### src/rtl/run_ctrl_pkg.sv
// Shared state encoding and configuration legality check for run_controller.
package run_ctrl_pkg;

    typedef enum logic [2:0] {
        IDLE    = 3'd0,
        HOLD    = 3'd1,
        RUN     = 3'd2,
        CAPTURE = 3'd3,
        DONE    = 3'd4
    } run_state_e;

    function automatic bit cfg_legal(input int timeout, input int rst_hold,
                                     input int stall_lim, input int cnt_w);
        return (timeout >= 1) && (rst_hold >= 1) && (stall_lim >= 2)
            && ((cnt_w >= 31) || (timeout < (1 << cnt_w)));
    endfunction

endpackage

### src/rtl/pc_stall_detector.sv
// Flags a PC that has held the same value for STALL_LIM consecutive RUN samples.
// Flag is combinational from the current pc; no backpressure, counter clears whenever run is low.
module pc_stall_detector #(
    parameter int PC_W      = 6,
    parameter int STALL_LIM = 3
) (
    input  logic            clk,
    input  logic            rst,
    input  logic            run,
    input  logic [PC_W-1:0] pc,
    output logic            stall
);
    localparam int SCNT_W = $clog2(STALL_LIM + 1);

    logic [PC_W-1:0]   prev_pc_q, prev_pc_d;
    logic [SCNT_W-1:0] cnt_q, cnt_d;

    always_comb begin
        prev_pc_d = prev_pc_q;
        cnt_d     = '0;
        if (run) begin
            prev_pc_d = pc;
            // A zero count marks the first RUN sample, which has nothing to compare against.
            if (cnt_q == '0 || pc != prev_pc_q) begin
                cnt_d = SCNT_W'(1);
            end else if (cnt_q != SCNT_W'(STALL_LIM)) begin
                cnt_d = cnt_q + SCNT_W'(1);
            end else begin
                cnt_d = cnt_q;
            end
        end
    end

    assign stall = run && (cnt_d == SCNT_W'(STALL_LIM));

    always_ff @(posedge clk or negedge rst) begin
        if (!rst) begin
            prev_pc_q <= '0;
            cnt_q     <= '0;
        end else begin
            prev_pc_q <= prev_pc_d;
            cnt_q     <= cnt_d;
        end
    end

endmodule

### src/rtl/run_controller.sv
// Sequences core reset, counts RUN cycles, ends a run on halt/PC stall/watchdog and snapshots registers.
// All outputs registered; snap_valid trails halt detection by 2 cycles; no backpressure, abort preempts all.
module run_controller
    import run_ctrl_pkg::*;
#(
    parameter int PC_W      = 6,
    parameter int REG_W     = 32,
    parameter int NREGS     = 6,
    parameter int CNT_W     = 32,
    parameter int TIMEOUT   = 1001,
    parameter int RST_HOLD  = 2,
    parameter int STALL_LIM = 3
) (
    input  logic                   clk,
    input  logic                   rst,
    input  logic                   start,
    input  logic                   abort,
    input  logic                   halt_req,
    input  logic [PC_W-1:0]        pc,
    input  logic [NREGS*REG_W-1:0] regs_flat,
    output logic                   core_rst_n,
    output logic                   busy,
    output logic                   done,
    output logic                   timed_out,
    output logic [CNT_W-1:0]       cycles,
    output logic [NREGS*REG_W-1:0] snap_regs,
    output logic                   snap_valid
);
    localparam int HOLD_W = (RST_HOLD > 1) ? $clog2(RST_HOLD) : 1;

    run_state_e               state_q, state_d;
    logic [HOLD_W-1:0]        hold_cnt_q, hold_cnt_d;
    logic [CNT_W-1:0]         cycles_q, cycles_d, cycles_inc;
    logic                     timed_out_q, timed_out_d;
    logic [NREGS*REG_W-1:0]   snap_regs_q, snap_regs_d;
    logic                     snap_valid_q, snap_valid_d;
    logic                     core_rst_n_q, core_rst_n_d;
    logic                     busy_q, busy_d;
    logic                     done_q, done_d;
    logic                     in_run, stall, watchdog;

    assign in_run     = (state_q == RUN);
    assign cycles_inc = (cycles_q == {CNT_W{1'b1}}) ? cycles_q : cycles_q + CNT_W'(1);
    assign watchdog   = (cycles_inc >= CNT_W'(TIMEOUT));

    pc_stall_detector #(
        .PC_W      (PC_W),
        .STALL_LIM (STALL_LIM)
    ) u_stall (
        .clk   (clk),
        .rst   (rst),
        .run   (in_run),
        .pc    (pc),
        .stall (stall)
    );

    always_comb begin
        state_d      = state_q;
        hold_cnt_d   = hold_cnt_q;
        cycles_d     = cycles_q;
        timed_out_d  = timed_out_q;
        snap_regs_d  = snap_regs_q;
        snap_valid_d = 1'b0;
        if (abort) begin
            state_d = IDLE;
        end else begin
            case (state_q)
                IDLE, DONE: begin
                    if (start) begin
                        state_d     = HOLD;
                        hold_cnt_d  = HOLD_W'(RST_HOLD - 1);
                        cycles_d    = '0;
                        timed_out_d = 1'b0;
                    end
                end
                HOLD: begin
                    if (hold_cnt_q == '0) begin
                        state_d = RUN;
                    end else begin
                        hold_cnt_d = hold_cnt_q - HOLD_W'(1);
                    end
                end
                RUN: begin
                    cycles_d = cycles_inc;
                    // A halt in the watchdog cycle still counts as a clean halt.
                    if (halt_req || stall) begin
                        state_d     = CAPTURE;
                        timed_out_d = 1'b0;
                    end else if (watchdog) begin
                        state_d     = CAPTURE;
                        timed_out_d = 1'b1;
                    end
                end
                CAPTURE: begin
                    state_d      = DONE;
                    snap_regs_d  = regs_flat;
                    snap_valid_d = 1'b1;
                end
                default: state_d = IDLE;
            endcase
        end
        core_rst_n_d = (state_d == RUN) || (state_d == CAPTURE) || (state_d == DONE);
        busy_d       = (state_d == HOLD) || (state_d == RUN) || (state_d == CAPTURE);
        done_d       = (state_d == DONE);
    end

    always_ff @(posedge clk or negedge rst) begin
        if (!rst) begin
            state_q      <= IDLE;
            hold_cnt_q   <= '0;
            cycles_q     <= '0;
            timed_out_q  <= 1'b0;
            snap_regs_q  <= '0;
            snap_valid_q <= 1'b0;
            core_rst_n_q <= 1'b0;
            busy_q       <= 1'b0;
            done_q       <= 1'b0;
        end else begin
            state_q      <= state_d;
            hold_cnt_q   <= hold_cnt_d;
            cycles_q     <= cycles_d;
            timed_out_q  <= timed_out_d;
            snap_regs_q  <= snap_regs_d;
            snap_valid_q <= snap_valid_d;
            core_rst_n_q <= core_rst_n_d;
            busy_q       <= busy_d;
            done_q       <= done_d;
        end
    end

    assign core_rst_n = core_rst_n_q;
    assign busy       = busy_q;
    assign done       = done_q;
    assign timed_out  = timed_out_q;
    assign cycles     = cycles_q;
    assign snap_regs  = snap_regs_q;
    assign snap_valid = snap_valid_q;

`ifdef SIM
    always_ff @(posedge clk) begin
        assert (cfg_legal(TIMEOUT, RST_HOLD, STALL_LIM, CNT_W))
            else $error("run_controller: illegal parameter set");
    end
`endif

endmodule

### config.mk
export PLATFORM = sky130hd
export DESIGN_NAME = run_controller
export DESIGN_NICKNAME = d
export VERILOG_FILES = /design/src/rtl/run_ctrl_pkg.sv /design/src/rtl/pc_stall_detector.sv /design/src/rtl/run_controller.sv
export SDC_FILE = /design/constraint.sdc
export NUM_CORES = 1
export LEC_CHECK = 0
export CAP_MARGIN = 10
export CORE_ASPECT_RATIO = 0.5
export CORE_UTILIZATION = 46
export CTS_CLUSTER_SIZE = 14
export DETAILED_ROUTE_END_ITERATION = 10
export PLACE_DENSITY_LB_ADDON = 0.12
export RECOVER_POWER = 25
export SLEW_MARGIN = 20
export SYNTH_ARGS = -nofsm -noshare
export SYNTH_HDL_FRONTEND = slang
export SYNTH_SLANG_ARGS = --single-unit
### constraint.sdc
create_clock -name clk -period 6.11 [get_ports clk]
set_input_delay 1.222 -clock clk [delete_from_list [all_inputs] [get_ports clk]]
set_output_delay 1.222 -clock clk [all_outputs]
set_load 0.02 [all_outputs]
* Word-level counts from Yosys, hierarchy flattened
Index checks and enable logic that the tools add are counted.
** Word-level totals
- Flip-flop bits (word level) :: 241
- Word-level logic and storage cells :: 67
- Input bits :: 203
- Output and inout port bits :: 229
** Operators by class
- Bitwise operators :: 1
- $add $sub $neg :: 3
- Multiplexer cells :: 21
- Equality and inequality tests :: 14
- Reduce and logical (&&, ||, !) cells :: 16
- Order comparisons :: 1
** Operator list (count)
- $mux 32 :: 2
- $pmux 32 s2 :: 1
- $add 32x1->32 const B :: 1
- $eq 32x32->1 const B :: 1
- $ge 32x10->1 const B :: 1
- $mux 3 :: 5
- $eq 3x2->1 const B :: 4
- $pmux 3 s4 :: 1
- $mux 1 :: 7
- $eq 3x1->1 const B :: 2
- $eq 3x3->1 const B :: 2
- $logic_or 1x1->1 :: 6
- $mux 2 :: 3
- $ne 6x6->1 :: 1
- $reduce_and 3->1 :: 2
- $ne 2x2->1 const B :: 2
- $pmux 1 s2 :: 2
- $reduce_and 4->1 :: 1
- $reduce_bool 2->1 :: 2
- $logic_not 3->1 :: 1
- $ne 3x3->1 const B :: 1
- $add 2x1->2 const B :: 1
- $eq 2x2->1 const B :: 1
- $logic_not 2->1 :: 1
- other kinds (5) :: 5

* Depth between registers and ports, before layout
Gate-level depths: netlist (run 1).
- Word-level depth :: 13
- Gate-level depth with buffers :: 11
- Mapped depth without buffers :: 8

* Cells and area by module
From an unflattened synthesis (run 1), not the netlist that was laid out.
** Second synthesis, totals
- Cell total of the unflattened synthesis :: 797
- Area total of the unflattened synthesis :: 10472.5 sq um
** Modules (own cells, without submodules)
- run_controller :: sequential area each 5830.6 sq um, cells each 768, instances 1, area each 10099.7 sq um
- pc_stall_detector :: sequential area each 200.2 sq um, cells each 29, instances 1, area each 372.9 sq um

* Worst setup path after synthesis (run 1)
OpenSTA, ideal clock, no wires.
- Path type :: input-to-reg
- Start :: input abort
- End :: register snap_regs_q[100], in the netlist snap_regs[100]
- Arrival time :: 2.593 ns
- Setup slack :: 3.392 ns
- Library setup time :: 0.125 ns
- Data required time :: 5.985 ns
- Buffers on the path :: 3
- Cell stages on the path :: 5
- Cells stage by stage :: clkbuf_1 nor2_1 clkbuf_1 clkbuf_1 mux2_2
** Between the ends
- Word-level cells in the longest chain between the ends :: 2
** RTL lines
- start, declared :: line run_controller.sv:17 : input logic abort,
- $not 1->1 (no line)
- $reduce_and 2->1 (no line)
- end signal, assigned :: line run_controller.sv:123 : snap_regs_q <= snap_regs_d;
- end, declared :: line run_controller.sv:35 : logic [NREGS*REG_W-1:0] snap_regs_q, snap_regs_d;
No other way between the ends.
A chain may end at the register's enable or synchronous reset.

==> results of run 1 <==
[cells by family (layout without fill, tap and decap cells)]
kind of cell    Yosys count  after routing  synth area share (%)
flops                   241            241                  58.4
compound gates          120            120                  7.13
xor+xnor                 17             17                  1.44
fa+ha+maj                 1              1                 0.121
other cells               0              1                     0
simple gates            167            167                  8.81
mux                     201            201                  21.9
buf+inv                  54            489                  2.23
[synthesized netlist by cell type, types with 2 or more instances]
cell	n	share of area, %
o21ai_1	5	0.24
xor2_1	8	0.68
o31a_1	2	0.17
o21ai_0	46	2.2
dfrtp_1	241	58
clkbuf_1	31	1.1
a21o_1	2	0.15
mux2_2	198	22
a211oi_1	5	0.36
nor4_1	6	0.36
o41ai_1	5	0.42
nor2_1	21	0.76
nand2_1	55	2.0
or4_1	4	0.29
nor4_2	3	0.36
nand3_1	17	0.82
o32ai_1	2	0.17
nor2b_1	2	0.12
buf_2	10	0.48
buf_4	2	0.15
a31oi_1	10	0.61
o31ai_1	8	0.58
xnor2_1	9	0.76
and3_1	6	0.36
or3_1	5	0.30
inv_1	9	0.33
a21oi_1	18	0.87
nor3_1	12	0.58
nand2b_1	3	0.18
o22ai_1	3	0.18
and4_1	4	0.34
a22o_1	2	0.17
o21a_1	2	0.15
mux2i_1	2	0.19
nand4_1	15	0.91
[placed cells by master, fill, tap and decap left out, types with 4 or more instances in the layout]
master	Yosys	routed
clkdlybuf4s50_1	0	429
dfrtp_1	241	241
mux2_2	198	198
nand2_1	55	55
o21ai_0	46	46
clkbuf_16	0	23
nor2_1	21	20
a21oi_1	18	18
nand3_1	17	17
nand4_1	15	15
nor3_1	12	11
a31oi_1	10	10
inv_1	9	9
xnor2_1	9	9
xor2_1	8	8
o31ai_1	8	8
nor4_1	6	6
and3_1	6	6
clkbuf_1	31	6
a211oi_1	5	5
or3_1	5	5
o21ai_1	5	5
o41ai_1	5	5
clkinv_2	0	5
buf_4	2	5
and4_1	4	4
or4_1	4	4
[flip-flops by register name, summed over array words and instances, names as in the netlist]
name	flops
snap_valid	1
u_stall.cnt_q	2
core_rst_n	1
snap_regs	192
u_stall.prev_pc_q	6
cycles	32
done	1
state_q	3
busy	1
timed_out	1
hold_cnt_q	1
[layout make-up]
| type | instances | area [sq um] |
|---|---|---|
| multi-input combinational | 506 | 4080 |
| inverter | 9 | 33.8 |
| timing repair buffer | 439 | 4410 |
| fill | 1569 | 6130 |
| clock buffer | 32 | 639 |
| sequential | 241 | 6030 |
| tap | 300 | 375 |
| antenna | 1 | 2.50 |
| clock inverter | 9 | 124 |
[where the power goes]
part           leakage [nW]  internal (W)  switching (W)
combinational          3.01      0.000998       0.000852
sequential             3.09       0.00197       0.000197
clock                 0.379      0.000859       0.000607
total                  6.47       0.00383        0.00166
[stage by stage]
stage | cell area, sq um | hold slack, ps | util [%] | setup WS (ps) | std cells
floorplan | 10300 | 499 | - | 3390 | 801
global placement | 14900 | 488 | 68.4 | 2560 | 1494
detailed placement | 14900 | 494 | 68.4 | 2500 | 1494
CTS | 15700 | 508 | 71.9 | 2560 | 1535
global route | 15700 | 516 | 71.9 | 1810 | 1536
finish | 15700 | 505 | 71.9 | 2410 | 1537
[final timing paths]
kind | end | slack [ps] | cells after the start
min in group asynchronous | snap_regs[100]$_DFFE_PN0P_ | 650 | 1
max in group clk | state_q[0]$_DFF_PN0_ | 2490 | 9
worst max register to register | state_q[0]$_DFF_PN0_ | 2490 | 9
worst max-delay path | snap_regs[24]$_DFFE_PN0P_ | 2410 | 2
worst min-delay path | snap_regs[175]$_DFFE_PN0P_ | 500 | 1
worst min register to register | snap_regs[175]$_DFFE_PN0P_ | 500 | 1
[per-layer routing]
metal	track usage (%)	vias to the layer above
li1	-	3752
met1	35.0	4125
met2	48.3	242
met3	5.85	41
met4	6.37	2
met5	0	-
==> run_results.csv, run 1 <==
group,metric,value,unit
timing,rsz0062_at_grt,"false",
global_route,grt_pass1_wl,48.9,mm
worst_setup_path,cp.required,6170,ps
synthesis,synthArstFlopShare,100,%
global_route,grtUsageTotal,27.4,%
die,dieWidth,214,microns
worst_setup_path,worstSetupStartpoint,"rst",
worst_setup_path,cp_slowest_cell,"clkbuf_2",
worst_setup_path,critical-path-top-delay-family,"buffers and inverters",
route,drc,0,
synthesis,ys_seq_elements,241,
place,gp_congestion,0.899,
die,dieHeight,108,microns
worst_setup_path,arrival,3760,ps
clock_tree,cts_tree,"done",
timing,fmax,0.270,GHz
route,drt-total-wl,32.1,mm
global_route,grt_pass1_vias,8126,
clock_tree,cts.htree.levels,1,
final_layout,drive_gt1_share,20.7,%
status,failed_checks,"capacitance limit, slew limit",
timing,period_needed,3700,ps
route,top_layer,"met5",
power_and_ir_drop,finalPower,0.00549,W
worst_setup_path,reg2reg_from,"cycles[0]$_DFFE_PN0P_",
clock_tree,clockBufferDepth,3,
die,pin_count,432,
route,route.met2.wl,16.4,mm
route,met1_length,13.2,mm
status,status,"finished with violations",
timing,finClkSkew,10.2,ps
synthesis,netlist-cell-type-count,63,
timing,setup_viol,0,
worst_setup_path,critPathCaptureType,"async pin",
route,vias_per_cell,5.31,
worst_setup_path,cp_max_fo,106,
clock_tree,root_buffer,"clkbuf_16",
global_route,grt-ovfl-total,0,
route,vias,8162,
synthesis,synth_nets,1005,
place,io_buffers,431,
global_route,grt_max_degree,194,
die,row_count,38,
route,antenna_left,0,
final_layout,syn_to_final_growth,52.0,%
synthesis,syn_inst,801,
clock_tree,cts-buffers-inserted,23,
timing,slew_headroom,-73.8,%
place,hpwl,23.7,mm
synthesis,synth_edf_count,0,
timing,drv_slew,107,
die,initial_core_util,47.3,%
power_and_ir_drop,p_per_area,350,nW/um^2
route,drt_iter0_markers,540,
route,wl_met3,1.80,mm
global_route,grt_antenna_before_repair,2,
clock_tree,path_clk_slew,60,ps
worst_hold_path,min-delay-start,"snap_regs[175]$_DFFE_PN0P_",
timing,worstMarginPinSlew,2610,ps
timing,final_hold_viol_count,0,
route,firstDrtPassIters,4,
clock_tree,cts_setup_buffers,0,
worst_setup_path,path_buf_inv,2,
synthesis,netlist_area,10300,sq um
synthesis,postSynthAreaPerCell,12.9,sq um
die,design.die.area,23100,sq um
worst_setup_path,path_cells,"buf_8 -> clkbuf_2",
timing,min_period_over_period,60.5,%
clock_tree,cts_sinks,241,
route,wl_per_cell,20.9,microns
die,core_region_area,21800,sq um
worst_setup_path,path_class,"input pin to async pin",
power_and_ir_drop,ir_worst_vdd,0.000188,V
flow_run,maxCapViolations,1,
timing,fin_setup_tns,0,ps
clock_tree,cts_resized,0,
clock_tree,insertion_delay,510,ps
worst_setup_path,slowest_delay,1830,ps
clock_tree,hold_buffers,0,
final_layout,final_net_count,1424,
synthesis,ys.warnings.count,0,
synthesis,seq_area_frac_synth,58.4,%
synthesis,synthFlopType,"dfrtp_1",
worst_setup_path,startpoint_type,"input pin",
power_and_ir_drop,p_leak,6.47,nW
worst_hold_path,hp-class,"flip-flop to flip-flop",
No activity file was read; power rests on OpenSTA's default activity.
==> run 2, diff against run 1 <==
--- a/config.mk
+++ b/config.mk
@@ -7,7 +7,7 @@
 export LEC_CHECK = 0
 export CAP_MARGIN = 10
 export CORE_ASPECT_RATIO = 0.5
-export CORE_UTILIZATION = 46
+export CORE_UTILIZATION = 39
 export CTS_CLUSTER_SIZE = 14
 export DETAILED_ROUTE_END_ITERATION = 10
 export PLACE_DENSITY_LB_ADDON = 0.12
==> constraint.sdc (replaced) <==
create_clock -name clk -period 3.1 [get_ports clk]
set_input_delay 0.62 -clock clk [delete_from_list [all_inputs] [get_ports clk]]
set_output_delay 0.62 -clock clk [all_outputs]
set_load 0.02 [all_outputs]
==> run_results.csv, run 2 (synthesis results as in run 1) <==
group,metric,value,unit
timing,worstMarginPinSlew,1830,ps
place,io_buffers,431,
power_and_ir_drop,p_leak,6.59,nW
final_layout,layout_commonest_cell,"clkdlybuf4s50_1",
global_route,grt_antenna_before_repair,0,
timing,setup_viol,0,
global_route,grt_use_met1,29.7,%
timing,fin_setup_tns,0,ps
worst_setup_path,startpoint_type,"flip-flop",
status,status,"finished with violations",
global_route,grt_pass1_vias,8042,
place,dp.cells,1559,
final_layout,layout.cells.non_filler,1601,
worst_hold_path,hp-class,"flip-flop to flip-flop",
timing,rsz0062_at_grt,"false",
route,drt_iter0_markers,533,
global_route,grt_pass1_wl,48.7,mm
global_route,grt-ovfl-total,0,
timing,drv_slew,74,
power_and_ir_drop,p_per_area,686,nW/um^2
timing,period_needed,2790,ps
clock_tree,root_buffer,"clkbuf_16",
clock_tree,cts_tree,"done",
final_layout,final_cell_mix,"clkdlybuf4s50_1, dfrtp_1, mux2_2",
worst_setup_path,cp_max_fo,8,
worst_setup_path,path_class,"flip-flop to flip-flop",
power_and_ir_drop,ir_worst_vdd,0.000339,V
timing,fmax,0.359,GHz
worst_setup_path,cp.required,3490,ps
global_route,grt_max_degree,74,
die,dieWidth,232,microns
final_layout,num-fill-cells,2011,
clock_tree,cts.htree.levels,1,
global_route,use_met3,4.60,%
die,dieHeight,117,microns
status,failed_checks,"capacitance limit, slew limit",
global_route,grt.busiest_layer,"met2",
final_layout,final_net_count,1444,
route,antenna_left,0,
final_layout,largest_reg_flops,192,
final_layout,syn_to_final_growth,54.5,%
final_layout,final_util,62.3,%
worst_setup_path,critPathCaptureType,"flip-flop",
clock_tree,path_clk_slew,70,ps
global_route,use_met2,42.3,%
route,firstDrtPassIters,5,
clock_tree,clockBufferDepth,3,
route,drt-total-wl,33.5,mm
final_layout,seqCellArea,6030,sq um
final_layout,multi_input_area,4090,sq um
timing,slew_headroom,-22.0,%
place,gp_congestion,0.938,
clock_tree,hold_buffers,0,
die,core_region_area,25600,sq um
route,wl_per_cell,20.9,microns
timing,min_period_over_period,89.9,%
clock_tree,cts_sinks,241,
global_route,grtUsageTotal,23.6,%
worst_setup_path,arrival,3180,ps
die,design.die.area,27200,sq um
route,vias_per_cell,5.18,
route,drc,0,
flow_run,maxCapViolations,1,
final_layout,drive_gt1_share,22.0,%
die,row_count,41,
place,hpwl,25.6,mm
clock_tree,insertion_delay,520,ps
clock_tree,cts-buffers-inserted,23,
timing,final_hold_viol_count,0,
route,vias,8299,
timing,finClkSkew,11.8,ps
die,initial_core_util,40.4,%
die,pin_count,432,
final_layout,diodes,0,
==> run 2: repair_timing <==
item,in CTS,in global routing
endpoints found under the setup margin,0,2
buffers inserted,0,0
resized for setup,0,1
==> run 2: final timing paths <==
check | from | to | slack [ps] | cells after the start
worst max-delay path | cycles[0]$_DFFE_PN0P_ | state_q[0]$_DFF_PN0_ | 310 | 8
worst max register to register | cycles[0]$_DFFE_PN0P_ | state_q[0]$_DFF_PN0_ | 310 | 8
worst min register to register | snap_regs[97]$_DFFE_PN0P_ | snap_regs[97]$_DFFE_PN0P_ | 500 | 1
worst min-delay path | snap_regs[97]$_DFFE_PN0P_ | snap_regs[97]$_DFFE_PN0P_ | 500 | 1
max in group asynchronous | rst | snap_regs[73]$_DFFE_PN0P_ | 760 | 2
min in group asynchronous | rst | u_stall.prev_pc_q[5]$_DFFE_PN0P_ | 580 | 1
==> run 2: area by class of cell <==
type / instances / share of cell area [%]
Clock buffer: 37 / 4.38
Clock inverter: 5 / 0.674
Inverter: 9 / 0.212
Multi-Input combinational cell: 506 / 25.6
Sequential cell: 241 / 37.8
Tap cell: 344 / 2.70
Timing Repair Buffer: 459 / 28.6
==> run 2: worst max-delay path, stage by stage (launching register included) <==
cell	delay (ps)
dfrtp_1	450
ha_1	290
nand3_1	260
nor3_1	120
and3_1	290
nor4_2	450
mux2_1	370
nor4_2	300
a31oi_1	120
==> run 2: stage by stage <==
step                worst slack (ps)  hold WS (ps)  total power, W  instance area, sq um
finish                           313           504          0.0109                 16000
global route                    97.7           518          0.0114                 16000
CTS                              292          71.9          0.0111                 16000
detailed placement               288           495         0.00803                 15200
global placement                 403           489         0.00794                 15200
floorplan                        486           324         0.00593                 10300
==> run 2: report_power, final <==
group	leakage (nW)	switching [W]	internal, W	total (W)
registers	3.09	0.000378	0.00389	0.00427
logic	3.10	0.00168	0.00197	0.00364
clock network	0.393	0.00123	0.00180	0.00303
==> run 2: per-layer routing <==
layer,vias up,wire (microns)
met3,46,1850
met2,292,17300
li1,3786,-
met4,0,699
met1,4175,13600
met5,-,0
